**config.mk**
```make
export PLATFORM = sky130hd
export DESIGN_NAME = pc_unit_ras
export DESIGN_NICKNAME = d
export VERILOG_FILES = /design/src/rtl/pc_unit_ras.sv
export SDC_FILE = /design/constraint.sdc
export NUM_CORES = 1
export LEC_CHECK = 0
export ABC_AREA = 1
export CORE_UTILIZATION = 35
export DETAILED_ROUTE_END_ITERATION = 16
export GPL_TIMING_DRIVEN = 0
export PLACE_DENSITY = 0.55
export RECOVER_POWER = 100
export SLEW_MARGIN = 5
export SYNTH_ARGS = -nofsm -noshare
export SYNTH_HDL_FRONTEND = slang
export SYNTH_SLANG_ARGS = --single-unit
```
**constraint.sdc**
```tcl
create_clock -name clock -period 3.36 [get_ports clock]
set_input_delay 0.84 -clock clock [delete_from_list [all_inputs] [get_ports clock]]
set_output_delay 0.84 -clock clock [all_outputs]
set_load 0.01 [all_outputs]
```
**src/rtl/pc_unit_ras.sv**
```systemverilog
// pc_unit_ras: fetch-stage program counter with a circular return-address stack
module pc_unit_ras #(
    parameter int                WIDTH        = 32,
    parameter int                STEP         = 1,
    parameter logic [WIDTH-1:0]  RESET_VECTOR = {WIDTH{1'b1}},
    parameter int                RAS_DEPTH    = 4
) (
    input  logic                                 clock,
    input  logic                                 reset,
    input  logic                                 write,
    input  logic                                 branch_taken,
    input  logic [WIDTH-1:0]                     branch_target,
    input  logic                                 call,
    input  logic                                 ret,
    output logic [WIDTH-1:0]                     pc_out,
    output logic [$clog2(RAS_DEPTH+1)-1:0]       ras_count,
    output logic                                 ras_empty,
    output logic                                 ras_full,
    output logic                                 overflow_err,
    output logic                                 underflow_err
);
    localparam int PW = $clog2(RAS_DEPTH);
    localparam int CW = $clog2(RAS_DEPTH+1);

    logic [WIDTH-1:0] pc_q, pc_d;
    logic [PW-1:0]    ptr_q, ptr_d;
    logic [CW-1:0]    cnt_q, cnt_d;
    logic             ovf_q, ovf_d, unf_q, unf_d;
    logic [WIDTH-1:0] ras_q [RAS_DEPTH];
    logic [WIDTH-1:0] ras_d [RAS_DEPTH];
    logic [WIDTH-1:0] seq_pc;
    logic [PW-1:0]    ptr_inc, ptr_dec;
    logic             replace, pop, push;

    // ptr_q is the next free slot; the top entry lives one slot below it
    assign seq_pc  = pc_q + WIDTH'(STEP);
    assign ptr_inc = (ptr_q == PW'(RAS_DEPTH-1)) ? '0 : ptr_q + 1'b1;
    assign ptr_dec = (ptr_q == '0) ? PW'(RAS_DEPTH-1) : ptr_q - 1'b1;
    assign ras_empty = (cnt_q == '0);
    assign ras_full  = (cnt_q == CW'(RAS_DEPTH));
    assign replace = ret && call && branch_taken && !ras_empty;
    assign pop     = ret && !(call && branch_taken);
    assign push    = call && branch_taken && !replace;

    assign pc_out        = pc_q;
    assign ras_count     = cnt_q;
    assign overflow_err  = ovf_q;
    assign underflow_err = unf_q;

    // next-state selection in priority order: replace, pop, push, branch, advance
    always_comb begin
        pc_d  = pc_q;
        ptr_d = ptr_q;
        cnt_d = cnt_q;
        ovf_d = ovf_q;
        unf_d = unf_q;
        ras_d = ras_q;
        if (write) begin
            if (replace) begin
                pc_d = branch_target;
                ras_d[ptr_dec] = seq_pc;
            end else if (pop) begin
                if (ras_empty) begin
                    pc_d  = seq_pc;
                    unf_d = 1'b1;
                end else begin
                    pc_d  = ras_q[ptr_dec];
                    ptr_d = ptr_dec;
                    cnt_d = cnt_q - 1'b1;
                end
            end else if (push) begin
                pc_d = branch_target;
                ras_d[ptr_q] = seq_pc;
                ptr_d = ptr_inc;
                cnt_d = ras_full ? cnt_q : cnt_q + 1'b1;
                ovf_d = ovf_q | ras_full;
            end else begin
                pc_d = branch_taken ? branch_target : seq_pc;
            end
        end
    end

    // control state with synchronous reset
    always_ff @(posedge clock) begin
        if (reset) begin
            pc_q  <= RESET_VECTOR;
            ptr_q <= '0;
            cnt_q <= '0;
            ovf_q <= 1'b0;
            unf_q <= 1'b0;
        end else begin
            pc_q  <= pc_d;
            ptr_q <= ptr_d;
            cnt_q <= cnt_d;
            ovf_q <= ovf_d;
            unf_q <= unf_d;
        end
    end

    // return-address storage needs no reset; count gates every read
    always_ff @(posedge clock) begin
        ras_q <= ras_d;
    end
endmodule

```
==> impl_metrics.yaml, run 1 <==
power_and_ir_drop:
  peakVddDrop_v: 0.0003910
  power_switching_mw: 1.903
  p_comb_share_pct: 22.8
  power.total_mw: 5.818
  p_sw_share_pct: 32.71
  intPower_mw: 3.915
  power_frac_clock_pct: 35.6
  p_leak_nw: 4.783
  p_seq_share_pct: 41.7
  p_per_area_mw_per_mm2: 524.7
timing:
  fmax_mhz: 325.7
  finalClockSkew_ns: 0.01142
  finalMaxSlewViolations: 0
  finalHoldViolCount: 0
  timing.final.crit_share_pct: 91.37
  timing.hold.ws_ns: 0.4939
  timing.slew.headroom_pct: 47.69
  period_needed_ns: 3.070
  worstMarginPinSlew_ns: 0.7847
  finalSetupViolations: 0
  rsz0062_at_grt: "no"
min_path:
  holdPathEnd: "underflow_err"
  whs_path_depth: 2
  worstHoldStart: "underflow_err"
  hp-class: "reg -> reg"
setup_path:
  rr_startpoint: "ras_count[1]"
  cp_num_buf_inv: 4
  r2r_cells: 10
  cp_common_cell: "nand2_1"
  r2r_setup_slack_ns: 0.55
  slowest_delay_ns: 0.66
  crit_required_ns: 3.49
  crit_path_start_kind: "input pin"
  crit_path_max_fanout: 24
  worstSetupPathType: "in -> reg"
  worstPathCellList: "dlygate4sd3_1 > nand2_1 > clkinv_1 > nand2_4 > nand2_1 > o21ai_2 > buf_2 > nor2_2 > buf_12"
  cp_top_family: "buffers and inverters"
  cp_slowest_cell: "dlygate4sd3_1"
  endpoint_kind: "flop"
  r2r-end: "ras_q[25]"
  worstPathArrival_ns: 3.20
layout:
  final_cell_area_mm2: 0.01109
  drive_above_1_share_pct: 7.390
  nFillCells: 2639
  final_common_cell: "nand2_1"
  antenna_cells: 0
  syn2layout_area_growth_pct: 19.68
  nNetsFinal: 1331
  layout_common_cells: "nand2_1 (367), nor2_1 (184), nand3_1 (139)"
die:
  dieArea_mm2: 0.02712
  initial_core_util_pct: 35.65
  die_height_um: 164.7
  num_rows: 59
  core-area_mm2: 0.02598
  die_width_um: 164.7
  pin_count: 77
clock_tree:
  cts_max_path_buffers: 2
  h-tree-depth: 4
  cts_setup_buffers: 0
  cts_hold_buf: 0
  numCtsBuffers: 17
  cts_root_buf: "clkbuf_16"
  cts_tree: "done"
  clk_pin_slew_ns: 0.07
  cts_sinks: 167
  ctsResizeCount: 0
  clk_latency_ns: 0.44
routing:
  drtIter0Drc: 703
  wl_per_cell_um: 18.30
  num_vias: 8131
  drcViolationCount: 0
  drt-total-wl_um: 29910
  via_per_inst: 4.976
  ant_nets: 0
  drt_first_pass_iters: 5
synth:
  seq_area_frac_synth_pct: 49.92
  synth_edf_count: 128
  ys.flop_type: "edfxtp_1"
  synth-seq-cells: 167
  yosysUniqueCellTypes: 39
  syn-cell-area_mm2: 0.009264
  syn_nets: 1233
  ys.warnings.count: 0
  netlist_instances: 1188
  syn_area_per_cell_um2: 7.798
  synth-async-reset-ratio_pct: 0
placed_design:
  gp_congestion: 0.8743
  placed_area_mm2: 0.01055
  portBuffers: 75
  dp.final_hpwl_um: 22450
run_status:
  status: "finished clean"
global_route:
  grt_max_degree: 25
  antenna_found_initial: 0
  grt_pass1_vias: 7708
  gr-total-overflow: 0
  grt_use_total_pct: 23.27
  grt_pass1_wl_um: 46160
run:
  drv_cap: 0
## layout make-up
class	instances	area, µm²	area share (%)
plain buffers	58	287.8	2.596
clock buffers	17	425.4	3.837
clock inverters	15	192.7	1.738
inverters	108	405.4	3.656
multi-input cells	855	3894	35.12
flip-flops and latches	167	4624	41.71
well taps	335	419.2	3.781
repair buffers	79	838.3	7.561
## worst max-delay path by stage
stage,from,to,slack [ns],cells past startpoint
after CTS,branch_taken,ras_q[110],0.47,9
after global routing,branch_taken,ras_q[30],0.22,9
final,branch_taken,ras_q[25],0.29,9
after detailed placement,branch_taken,ras_q[123],0.008,9
after floorplan,call,ras_q[100],0.04,7
after global placement,ret,ras_q[58],-1.95,8
## worst min-delay path, delay by kind of cell (launching register included)
| kind | cells | cell delay [ns] |
|---|---|---|
| simple gates | 1 | 0.07 |
| compound gates | 1 | 0.05 |
| flops | 1 | 0.34 |
## power by group through the flow
stage	combinational [mW]	sequential [mW]	clock [mW]
5_1_grt	1.47	2.44	2.17
2_1_floorplan	0.832	2.47	0
3_5_place_dp	1.36	2.47	0
3_3_place_gp	1.33	2.47	0
6_report	1.33	2.42	2.07
4_1_cts	1.37	2.42	2.09
## routing by layer
layer / wire length [µm] / vias to the layer above / global-route usage (%)
met5: 0 / - / 0
met4: 910 / 0 / 9.008
met3: 1773 / 47 / 4.294
met2: 13170 / 265 / 35.43
met1: 14060 / 3777 / 32.59
li1: - / 4042 / -
## flip-flops by register name, summed over array words and instances, names as in the netlist
signal and count:
pc_out 32, underflow_err 1, ras_q 128, ptr_q 2, overflow_err 1, ras_count 3
## cell families (layout without fill, tap and decap cells)
| group | after synthesis | count (layout) | synth area share [%] |
|---|---|---|---|
| XOR/XNOR | 14 | 14 | 1.486 |
| buffers and inverters | 166 | 277 | 7.766 |
| AND/OR/NAND/NOR | 736 | 736 | 34.09 |
| adder cells (fa/ha/maj) | 7 | 7 | 1.026 |
| flip-flops | 167 | 167 | 49.92 |
| AO/OA/AOI/OAI | 98 | 98 | 5.713 |
## synthesized netlist by cell type, types with 6 or more instances
master | n | area [µm²]
clkbuf_1 | 21 | 78.83
nand3_1 | 138 | 690.7
ha_1 | 6 | 75.07
o21ai_0 | 37 | 185.2
edfxtp_1 | 128 | 3844
buf_6 | 7 | 78.83
nand3b_1 | 17 | 127.6
inv_1 | 97 | 364.1
nor2_4 | 7 | 78.83
a21oi_1 | 42 | 210.2
inv_2 | 9 | 33.78
o21ai_1 | 6 | 30.03
nor2_1 | 185 | 694.4
nand2_2 | 6 | 37.54
xor2_1 | 8 | 70.07
nor2_2 | 6 | 37.54
dfxtp_1 | 39 | 780.8
nand2_1 | 363 | 1363
buf_2 | 26 | 130.1
## per-stage QoR
stage	utilization, %	instances	setup TNS, ns	setup WS (ns)
after floorplan	-	1188	0	0.04112
after global placement	40.15	1598	-237.60	-1.953
after detailed placement	40.61	1602	0	0.008037
after CTS	42.98	1634	0	0.4698
after global routing	42.67	1634	0	0.2230
final	42.67	1634	0	0.2900
Note: power is estimated with default switching activity, not from simulation.
==> run 2: changes to the inputs <==
--- a/config.mk
+++ b/config.mk
@@ -6,6 +6,7 @@
 export NUM_CORES = 1
 export LEC_CHECK = 0
 export ABC_AREA = 1
+export CAP_MARGIN = 10
 export CORE_UTILIZATION = 35
 export DETAILED_ROUTE_END_ITERATION = 16
 export GPL_TIMING_DRIVEN = 0
==> results of run 2 <==
No change in the layout: final DEF, timing and power equal those of run 1.
